$ cat config.mk
export PLATFORM = sky130hd
export DESIGN_NAME = apb_rr_master_flat
export DESIGN_NICKNAME = d
export VERILOG_FILES = /design/src/rtl/apb_rr_master_if.sv /design/src/rtl/apb_rr_master.sv /design/src/flat_wrapper.sv
export SDC_FILE = /design/constraint.sdc
export NUM_CORES = 1
export LEC_CHECK = 0
export ABC_CLOCK_PERIOD_IN_PS = 2250
export CAP_MARGIN = 10
export CORE_UTILIZATION = 40
export CTS_BUF_LIST = sky130_fd_sc_hd__clkbuf_16
export CTS_CLUSTER_DIAMETER = 120
export DETAILED_ROUTE_END_ITERATION = 8
export PLACE_DENSITY = 0.81
export REMOVE_ABC_BUFFERS = 1
export SYNTH_ARGS = -nofsm -noshare
export SYNTH_HDL_FRONTEND = slang
export SYNTH_SLANG_ARGS = --single-unit
$ cat constraint.sdc
create_clock -name pclk -period 2.25 [get_ports pclk]
set_clock_uncertainty 0.05 [all_clocks]
set_input_delay 0.45 -clock pclk [delete_from_list [all_inputs] [get_ports pclk]]
set_output_delay 0.45 -clock pclk [all_outputs]
set_load 0.05 [all_outputs]
$ cat src/rtl/apb_rr_master_if.sv
// Requester-side handshake and APB master bus bundle for apb_rr_master.
// Member names keep the _i/_o direction as seen from the master.
interface apb_rr_master_if;
  localparam int unsigned NREQ = 2;
  localparam int unsigned DW   = 32;

  logic [NREQ-1:0]         req_valid_i;
  logic [NREQ-1:0]         req_ready_o;
  logic [NREQ-1:0]         req_write_i;
  logic [NREQ-1:0][DW-1:0] req_addr_i;
  logic [NREQ-1:0][DW-1:0] req_wdata_i;
  logic [NREQ-1:0]         rsp_valid_o;
  logic [DW-1:0]           rsp_rdata_o;
  logic                    rsp_err_o;

  logic                    psel_o;
  logic                    penable_o;
  logic                    pwrite_o;
  logic [DW-1:0]           paddr_o;
  logic [DW-1:0]           pwdata_o;
  logic [DW-1:0]           prdata_i;
  logic                    pready_i;

  modport master (
    input  req_valid_i, req_write_i, req_addr_i, req_wdata_i, prdata_i, pready_i,
    output req_ready_o, rsp_valid_o, rsp_rdata_o, rsp_err_o,
           psel_o, penable_o, pwrite_o, paddr_o, pwdata_o
  );

  modport slave (
    output req_valid_i, req_write_i, req_addr_i, req_wdata_i, prdata_i, pready_i,
    input  req_ready_o, rsp_valid_o, rsp_rdata_o, rsp_err_o,
           psel_o, penable_o, pwrite_o, paddr_o, pwdata_o
  );
endinterface

$ cat src/rtl/apb_rr_master.sv
// Two-requester round-robin APB master with an ACCESS-phase timeout.
// One transfer in flight; completion is reported as a one-cycle pulse to the owner.
module apb_rr_master #(
  parameter int unsigned TIMEOUT_CYC = 16
) (
  input logic              pclk,
  input logic              preset_n,
  apb_rr_master_if.master  bus
);
  localparam int unsigned DW = 32;
  localparam int unsigned CW = $clog2(TIMEOUT_CYC + 1);

  typedef enum logic [1:0] {
    S_IDLE   = 2'd0,
    S_SETUP  = 2'd1,
    S_ACCESS = 2'd2
  } state_e;

  state_e          state_q, state_d;
  logic            ptr_q, ptr_d;
  logic            gnt_q, gnt_d;
  logic            psel_q, psel_d;
  logic            penable_q, penable_d;
  logic            pwrite_q, pwrite_d;
  logic [DW-1:0]   paddr_q, paddr_d;
  logic [DW-1:0]   pwdata_q, pwdata_d;
  logic [DW-1:0]   rdata_q, rdata_d;
  logic            err_q, err_d;
  logic [1:0]      rsp_valid_q, rsp_valid_d;
  logic [CW-1:0]   cnt_q, cnt_d;

  logic            gnt_c;
  logic [1:0]      ready_c;
  logic            timeout_c;
  logic            done_c;

  // Round-robin pick: under contention the requester not holding the pointer wins.
  always_comb begin
    gnt_c = 1'b0;
    unique case (bus.req_valid_i)
      2'b10:   gnt_c = 1'b1;
      2'b11:   gnt_c = ~ptr_q;
      default: gnt_c = 1'b0;
    endcase
    ready_c = '0;
    if (state_q == S_IDLE && preset_n) begin
      ready_c = bus.req_valid_i & (2'(1) << gnt_c);
    end
  end

  assign timeout_c = (cnt_q == CW'(TIMEOUT_CYC - 1));

  always_comb begin
    state_d     = state_q;
    ptr_d       = ptr_q;
    gnt_d       = gnt_q;
    psel_d      = psel_q;
    penable_d   = penable_q;
    pwrite_d    = pwrite_q;
    paddr_d     = paddr_q;
    pwdata_d    = pwdata_q;
    rdata_d     = rdata_q;
    err_d       = err_q;
    rsp_valid_d = '0;
    cnt_d       = cnt_q;
    done_c      = 1'b0;

    unique case (state_q)
      S_IDLE: begin
        if (|ready_c) begin
          state_d  = S_SETUP;
          gnt_d    = gnt_c;
          ptr_d    = gnt_c;
          psel_d   = 1'b1;
          pwrite_d = bus.req_write_i[gnt_c];
          paddr_d  = bus.req_addr_i[gnt_c];
          pwdata_d = bus.req_wdata_i[gnt_c];
        end
      end
      S_SETUP: begin
        state_d   = S_ACCESS;
        penable_d = 1'b1;
        cnt_d     = '0;
      end
      S_ACCESS: begin
        // A ready slave wins over a timeout firing in the same cycle.
        if (bus.pready_i) begin
          done_c  = 1'b1;
          rdata_d = bus.prdata_i;
          err_d   = 1'b0;
        end else if (timeout_c) begin
          done_c  = 1'b1;
          rdata_d = '0;
          err_d   = 1'b1;
        end else begin
          cnt_d = cnt_q + CW'(1);
        end
      end
      default: state_d = S_IDLE;
    endcase

    if (done_c) begin
      state_d     = S_IDLE;
      psel_d      = 1'b0;
      penable_d   = 1'b0;
      pwrite_d    = 1'b0;
      paddr_d     = '0;
      pwdata_d    = '0;
      rsp_valid_d = 2'(1) << gnt_q;
    end
  end

  always_ff @(posedge pclk or negedge preset_n) begin
    if (!preset_n) begin
      state_q     <= S_IDLE;
      ptr_q       <= 1'b1;
      gnt_q       <= 1'b0;
      psel_q      <= 1'b0;
      penable_q   <= 1'b0;
      pwrite_q    <= 1'b0;
      paddr_q     <= '0;
      pwdata_q    <= '0;
      rdata_q     <= '0;
      err_q       <= 1'b0;
      rsp_valid_q <= '0;
      cnt_q       <= '0;
    end else begin
      state_q     <= state_d;
      ptr_q       <= ptr_d;
      gnt_q       <= gnt_d;
      psel_q      <= psel_d;
      penable_q   <= penable_d;
      pwrite_q    <= pwrite_d;
      paddr_q     <= paddr_d;
      pwdata_q    <= pwdata_d;
      rdata_q     <= rdata_d;
      err_q       <= err_d;
      rsp_valid_q <= rsp_valid_d;
      cnt_q       <= cnt_d;
    end
  end

  assign bus.req_ready_o = ready_c;
  assign bus.psel_o      = psel_q;
  assign bus.penable_o   = penable_q;
  assign bus.pwrite_o    = pwrite_q;
  assign bus.paddr_o     = paddr_q;
  assign bus.pwdata_o    = pwdata_q;
  assign bus.rsp_valid_o = rsp_valid_q;
  assign bus.rsp_rdata_o = rdata_q;
  assign bus.rsp_err_o   = err_q;
endmodule

$ cat src/flat_wrapper.sv
// flat-port wrapper written by rule: the top's interface ports become plain ports
module apb_rr_master_flat 
#(
  parameter int unsigned TIMEOUT_CYC = 16
)
  (pclk, preset_n, bus_req_valid_i, bus_req_write_i, bus_req_addr_i, bus_req_wdata_i, bus_prdata_i, bus_pready_i, bus_req_ready_o, bus_rsp_valid_o, bus_rsp_rdata_o, bus_rsp_err_o, bus_psel_o, bus_penable_o, bus_pwrite_o, bus_paddr_o, bus_pwdata_o);
  apb_rr_master_if bus_i ();
  input logic pclk;
  input logic preset_n;
  input wire logic [$bits(bus_i.req_valid_i)-1:0] bus_req_valid_i;
  input wire logic [$bits(bus_i.req_write_i)-1:0] bus_req_write_i;
  input wire logic [$bits(bus_i.req_addr_i)-1:0] bus_req_addr_i;
  input wire logic [$bits(bus_i.req_wdata_i)-1:0] bus_req_wdata_i;
  input wire logic [$bits(bus_i.prdata_i)-1:0] bus_prdata_i;
  input wire logic [$bits(bus_i.pready_i)-1:0] bus_pready_i;
  output wire logic [$bits(bus_i.req_ready_o)-1:0] bus_req_ready_o;
  output wire logic [$bits(bus_i.rsp_valid_o)-1:0] bus_rsp_valid_o;
  output wire logic [$bits(bus_i.rsp_rdata_o)-1:0] bus_rsp_rdata_o;
  output wire logic [$bits(bus_i.rsp_err_o)-1:0] bus_rsp_err_o;
  output wire logic [$bits(bus_i.psel_o)-1:0] bus_psel_o;
  output wire logic [$bits(bus_i.penable_o)-1:0] bus_penable_o;
  output wire logic [$bits(bus_i.pwrite_o)-1:0] bus_pwrite_o;
  output wire logic [$bits(bus_i.paddr_o)-1:0] bus_paddr_o;
  output wire logic [$bits(bus_i.pwdata_o)-1:0] bus_pwdata_o;
  assign bus_i.req_valid_i = bus_req_valid_i;
  assign bus_i.req_write_i = bus_req_write_i;
  assign bus_i.req_addr_i = bus_req_addr_i;
  assign bus_i.req_wdata_i = bus_req_wdata_i;
  assign bus_i.prdata_i = bus_prdata_i;
  assign bus_i.pready_i = bus_pready_i;
  assign bus_req_ready_o = bus_i.req_ready_o;
  assign bus_rsp_valid_o = bus_i.rsp_valid_o;
  assign bus_rsp_rdata_o = bus_i.rsp_rdata_o;
  assign bus_rsp_err_o = bus_i.rsp_err_o;
  assign bus_psel_o = bus_i.psel_o;
  assign bus_penable_o = bus_i.penable_o;
  assign bus_pwrite_o = bus_i.pwrite_o;
  assign bus_paddr_o = bus_i.paddr_o;
  assign bus_pwdata_o = bus_i.pwdata_o;
  apb_rr_master #(.TIMEOUT_CYC(TIMEOUT_CYC)) u_core (.pclk(pclk), .preset_n(preset_n), .bus(bus_i));
endmodule
==> results of run 1 <==
## flip-flops by register name (all words and copies together), names as in the netlist
register and cells:
u_core.bus.rsp_err_o 1, u_core.bus.penable_o 1, u_core.bus.psel_o 1, u_core.bus.paddr_o 32, u_core.ptr_q 1, u_core.bus.rsp_valid_o 2
u_core.state_q 2, u_core.gnt_q 1, u_core.bus.rsp_rdata_o 32, u_core.bus.pwrite_o 1, u_core.cnt_q 5, u_core.bus.pwdata_o 32
## power by group
group          internal, mW  switching (mW)  leakage (nW)
Combinational          2.59            4.66          2.01
Clock                 0.970           0.727         0.157
Sequential             2.93           0.560          1.38
Total                  6.49            5.94          3.54
## synthesized netlist by cell type, types with 3 or more instances
| master | count |
|---|---|
| clkbuf_1 | 17 |
| buf_12 | 3 |
| a22o_1 | 33 |
| buf_2 | 13 |
| a21oi_1 | 3 |
| nor2b_1 | 3 |
| nor2_1 | 6 |
| inv_1 | 3 |
| nand3_1 | 4 |
| nand2_1 | 5 |
| buf_4 | 4 |
| mux2i_1 | 130 |
| dfrtp_1 | 110 |
| a31oi_1 | 4 |
| o21ai_0 | 69 |
## metal layers
layer  vias to the layer above  GRT usage
met5                         -          0
met4                         0     0.1190
met3                        37    0.05086
met2                       169     0.4024
met1                      2245     0.2667
li1                       2084          -
## cells by family after synthesis
| kind of cell | Yosys count |
|---|---|
| fa+ha+maj | 2 |
| compound gates | 117 |
| simple gates | 28 |
| flops | 111 |
| buf+inv | 41 |
| mux | 130 |
## area by class of cell
type                            instances  share of cell area
Clock buffer                            9             0.02654
Clock inverter                          7             0.01061
Inverter                                3            0.001327
Multi-Input combinational cell        277              0.2652
Sequential cell                       111              0.3274
Tap cell                              172             0.02536
Timing Repair Buffer                  286              0.3435
## through the flow
step	instance area [um^2]	util
after global placement	8164	0.6417
after floorplan	5016	-
after detailed placement	8164	0.6417
after global routing	8487	0.6671
final	8487	0.6671
after CTS	8479	0.6665
## worst min path at each step
| stage | endpoint | slack [ns] |
|---|---|---|
| 6_report | u_core.cnt_q[2]$_DFFE_PN0P_ | 0.19 |
| 5_1_grt | u_core.state_q[0]$_DFFE_PN0P_ | 0.26 |
| 4_1_cts | u_core.bus.rsp_rdata_o[6]$_DFFE_PN0P_ | 0.21 |
| 3_5_place_dp | u_core.bus.rsp_valid_o[0]$_DFF_PN0_ | 0.39 |
| 3_3_place_gp | u_core.bus.rsp_valid_o[0]$_DFF_PN0_ | 0.40 |
| 2_1_floorplan | u_core.bus.paddr_o[0]$_DFFE_PN0P_ | 0.10 |
## worst reg2reg max path: cells and delay by family (launching register included)
family	cells	cell delay, ns
AND/OR/NAND/NOR	4	1.11
adder cells (fa/ha/maj)	2	0.45
flip-flops	1	0.43
## what timing repair did
item,4_1_cts,5_1_grt
resized for setup,0,1
setup buffers,0,1
endpoints found under the setup margin,0,2
==> metrics.yaml, run 1 <==
wl_per_cell_um: 18.17
hold_path.class: "in -> async"
wl_met1_mm: 6.035
synth_cell_types: 32
max_slew.worst_pin.slew_ns: 0.7370
clkTransAtPathRegs_ns: 0.07
die_area_um2: 13590
cpMaxStageDelayCell: "clkdlybuf4s50_1"
numCtsBuffers: 9
antenna_found_initial: 0
cts_tree: "yes"
powerDensity_nw_per_um2: 1465
cts_root_buffer: "clkbuf_16"
pin_count: 271
dpl.hpwl_mm: 11.48
drc_errors: 0
yosysTopAreaCellShare: 0.5243
drv_slew: 0
relSlewSlack: 0.5086
peakVddDrop_uv: 907.6
outcome: "finished clean"
path_cells: "clkdlybuf4s50_1 > a21boi_4 > and2_1 > buf_12"
grt_pass1_vias: 4762
cp_max_fo: 4
synth-main-ff-cell: "dfrtp_1"
max_stage_delay_ns: 0.54
regArea_um2: 2779
synth-simple-area-share: 0.03027
finalSetupViolations: 0
nets: 857
clkLatencyLatePin_ns: 0.35
routed.top_layer: "met4"
synth_compound_area_frac: 0.1411
final_cell_mix: "267 x clkdlybuf4s50_1, 130 x mux2i_1, 110 x dfrtp_1, 69 x o21ai_0, 33 x a22o_1"
drt_iter0_markers: 211
leakagePower_nw: 3.540
core.rowCount: 41
cp.depth: 4
ys_seq_area_frac: 0.5293
global_route.usage.total: 0.2309
die_w_um: 116.6
cp-end-kind: "output pin"
multi_input_area_um2: 2251
setup_ws_ns: 0.07223
power_mw: 12.43
critPathBufInv: 2
ctsHtreeMaxLevel: 3
critPathKind: "in -> out"
ys_ff_latch: 111
fin_crit_sh: 0.9679
die_y_um: 116.6
dr.pass1.iters: 6
ant_nets: 0
timing.fmax_mhz: 459.2
arrival_ns: 1.68
maxCapViolCount: 0
overflow: 0
whs_ns: 0.1859
synth_edf_count: 0
yosys_warnings: 0
reg2reg_from: "u_core.cnt_q[0]$_DFFE_PN0P_"
dp_cells: 848
met2_length_mm: 8.164
num_vias: 4535
grt_max_degree: 59
synth_xor_area_frac: 0
fin_cells: 865
io_buffers: 270
place_ws_ns: 0.08377
critPathTopFamily: "buffers and inverters"
synth_mux_area_frac: 0.2479
yosys-top-cells-area: "dfrtp_1 52%, mux2i_1 25%, o21ai_0 6.6%"
syn_area_per_cell_um2: 12.24
r2r_slack_ns: 0.16
crit_required_ns: 1.75
wl_mm: 15.72
clkSinkCount: 111
routed_via_density: 5.243
critPathLaunch: "bus_req_valid_i[1]"
hold_buffers: 0
r2r-end: "u_core.cnt_q[3]$_DFFE_PN0P_"
hold_violations: 0
netlist_instances: 429
r2r_cells: 6
met3WireLength_um: 949
core_um2: 12720
synth_top_family_by_area: "multiplexers"
endpoint: "bus_req_ready_o[1]"
antenna_cells: 0
netlist_area_um2: 5250
gp_congestion: 0.8035
async_flop_share: 1.000
synth_adder_area_share: 0.004766
layout_min_cycle_time_ns: 2.178
rsz0062_at_grt: "false"
syn2layout_area_growth_pct: 61.65
clk_path_buf_depth: 2
start_util: 0.4127
fillerInstances: 992
fin_setup_tns_ns: 0
cp-start-kind: "input port"
grt_pass1_wl_mm: 23.79
yosys.area.top_type: "dfrtp_1"
layout_commonest_cell: "clkdlybuf4s50_1"
drive_gt1_frac: 0.05916
Power figures use the tool's default switching activity.
==> run 2: changes to the inputs <==
--- a/config.mk
+++ b/config.mk
@@ -7,11 +7,13 @@
 export LEC_CHECK = 0
 export ABC_CLOCK_PERIOD_IN_PS = 2250
 export CAP_MARGIN = 10
-export CORE_UTILIZATION = 40
+export CELL_PAD_IN_SITES_DETAIL_PLACEMENT = 0
+export CELL_PAD_IN_SITES_GLOBAL_PLACEMENT = 1
+export CORE_UTILIZATION = 30
 export CTS_BUF_LIST = sky130_fd_sc_hd__clkbuf_16
 export CTS_CLUSTER_DIAMETER = 120
 export DETAILED_ROUTE_END_ITERATION = 8
-export PLACE_DENSITY = 0.81
+export PLACE_DENSITY_LB_ADDON = 0.1
 export REMOVE_ABC_BUFFERS = 1
 export SYNTH_ARGS = -nofsm -noshare
 export SYNTH_HDL_FRONTEND = slang
==> metrics.yaml, run 2 (same netlist as run 1, synthesis figures left out) <==
hold_path.class: "in -> async"
powerDensity_nw_per_um2: 1429  # -2.5%
clkTransAtPathRegs_ns: 0.08  # about the same
cp-start-kind: "input port"
wl_per_cell_um: 17.68  # -2.7%
place_ws_ns: 0.07144  # -0.01233 ns
r2r_slack_ns: 0.10  # -0.06 ns
dr.pass1.iters: 5  # -1
drv_slew: 0  # unchanged
overflow: 0  # unchanged
reg2reg_from: "u_core.cnt_q[0]$_DFFE_PN0P_"
p_sw_mw: 5.958  # +0.24%
sw_frac_of_total: 0.4850  # +0.007001
clkSinkCount: 111  # unchanged
fin_setup_tns_ns: 0  # unchanged
drive_gt1_frac: 0.06456  # +0.005399
power.share.sequential: 0.279  # -0.002
antenna_cells: 0  # unchanged
hold_violations: 0  # unchanged
timing.fmax_mhz: 461.8  # +0.56%
gp_congestion: 0.7235  # -10%
peakVddDrop_uv: 769.5  # -15%
ctsHtreeMaxLevel: 3  # unchanged
fillerInstances: 1577  # +59%
p_int_mw: 6.326  # -2.5%
cts_tree: "yes"
dpl-instance-area_um2: 8318  # +1.9%
routed_via_density: 4.820  # -8.1%
maxCapViolCount: 0  # unchanged
grt_pass1_vias: 4583  # -3.8%
grt_max_degree: 112  # +90%
pin_count: 271  # unchanged
io_buffers: 270  # unchanged
r2r_cells: 6  # unchanged
r2r-end: "u_core.cnt_q[3]$_DFFE_PN0P_"
die_y_um: 134.3  # +15%
core.rowCount: 48  # +17%
drt_iter0_markers: 248  # +18%
rsz0062_at_grt: "false"
combinationalPowerShare: 0.594  # +0.011
numCtsBuffers: 9  # unchanged
dpl.hpwl_mm: 11.50  # +0.21%
layout_min_cycle_time_ns: 2.166  # -0.01216 ns
global_route.usage.total: 0.1836  # -0.04730
cts_root_buffer: "clkbuf_16"
die_area_um2: 18030  # +33%
critPathKind: "in -> out"
outcome: "finished clean"
max_slew.worst_pin.slew_ns: 0.6119  # -0.1252 ns
postCtsSetupRepairBufs: 0  # unchanged
cp_max_fo: 4  # unchanged
core_um2: 17180  # +35%
syn2layout_area_growth_pct: 63.80
fin_crit_sh: 0.9625  # -0.005403
grt_pass1_wl_mm: 25.29  # +6.3%
finalSetupViolations: 0  # unchanged
crit_required_ns: 1.75  # about the same
nets: 861  # +0.47%
clkLatencyLatePin_ns: 0.35  # about the same
power_frac_clock: 0.127  # -0.009
leakagePower_nw: 3.551  # +0.32%
power_mw: 12.28  # -1.2%
die_w_um: 134.3  # +15%
cp-end-kind: "output pin"
drc_errors: 0  # unchanged
setup_ws_ns: 0.08438  # +0.01216 ns
clk_path_buf_depth: 2  # unchanged
arrival_ns: 1.67  # about the same
final_cell_mix: "267 x clkdlybuf4s50_1, 130 x mux2i_1, 110 x dfrtp_1, 69 x o21ai_0, 33 x a22o_1"
antenna_found_initial: 0  # unchanged
relSlewSlack: 0.5921  # +0.08346
layout_commonest_cell: "clkdlybuf4s50_1"
wl_mm: 16.30  # +3.7%
start_util: 0.3057  # -0.1070
num_vias: 4444  # -2.0%
post-route-cell-area_um2: 8600  # +1.3%
ant_nets: 0  # unchanged
## run 2: changes by cell type in the layout (fill, tap and decap cells not counted)
cell        change
buf_12          +4
bufinv_16       -2
clkinv_2        -2
inv_6           +2
clkinv_1        +1
clkinvlp_4      +1
inv_1           -1
inv_8           +1
## run 2: power by group through the flow
stage          Combinational [mW]  Sequential (mW)  Clock (mW)
2_1_floorplan                1.44             6.57           0
3_3_place_gp                 7.32             3.43           0
3_5_place_dp                 7.38             3.44           0
4_1_cts                      7.39             3.43        1.62
5_1_grt                      7.65             3.55        1.69
6_report                     7.30             3.42        1.56
## run 2: per-stage QoR
stage | hold slack, ns | util | instances
6_report | 0.1422 | 0.5007 | 922
5_1_grt | 0.1922 | 0.5007 | 922
4_1_cts | 0.1718 | 0.5007 | 922
3_5_place_dp | 0.4164 | 0.4843 | 906
3_3_place_gp | 0.4260 | 0.4843 | 906
2_1_floorplan | 0.1044 | - | 391
## run 2: area by class of cell
class                   count  area, um^2  share of cell area
repair buffers            290        2995              0.3483
flip-flops and latches    111        2779              0.3231
multi-input cells         277        2251              0.2617
well taps                 225       281.5             0.03274
clock buffers               9       225.2             0.02619
clock inverters             7       56.30            0.006547
inverters                   3       11.26            0.001309
## run 2: how the worst max path moves through the flow
stage	from	to	slack (ns)
3_3_place_gp	bus_req_valid_i[1]	u_core.bus.pwdata_o[15]$_DFFE_PN0P_	0.12
6_report	bus_req_valid_i[1]	bus_req_ready_o[1]	0.08
4_1_cts	u_core.cnt_q[0]$_DFFE_PN0P_	u_core.cnt_q[3]$_DFFE_PN0P_	0.07
2_1_floorplan	bus_req_valid_i[0]	bus_req_ready_o[0]	-2.36
3_5_place_dp	bus_req_valid_i[1]	u_core.bus.paddr_o[18]$_DFFE_PN0P_	0.07
5_1_grt	u_core.cnt_q[0]$_DFFE_PN0P_	u_core.cnt_q[3]$_DFFE_PN0P_	0.01
## run 2: worst max-delay path, stage by stage
cell and delay, ns:
clkdlybuf4s50_1 0.53, a21boi_4 0.29, and2_1 0.24, buf_12 0.15
## run 2: repair_timing
action | 4_1_cts | 5_1_grt
setup endpoints to repair | 0 | 26
hold buffers | 0 | 0
resized for setup | 0 | 1
## run 2: per-layer routing
layer  up-vias  global-route usage  part of all wire
li1       2104                   -                 -
met1      2177              0.2333              0.42
met2       148              0.3069              0.50
met3        15             0.04157             0.060
met4         0             0.06242             0.016
met5         -                   0                 0
==> run 3: changes to the inputs <==
--- a/config.mk
+++ b/config.mk
@@ -5,7 +5,6 @@
 export SDC_FILE = /design/constraint.sdc
 export NUM_CORES = 1
 export LEC_CHECK = 0
-export ABC_CLOCK_PERIOD_IN_PS = 2250
 export CAP_MARGIN = 10
 export CELL_PAD_IN_SITES_DETAIL_PLACEMENT = 0
 export CELL_PAD_IN_SITES_GLOBAL_PLACEMENT = 1
==> results of run 3 <==
Final layout, timing and power as in run 2 (identical DEF).
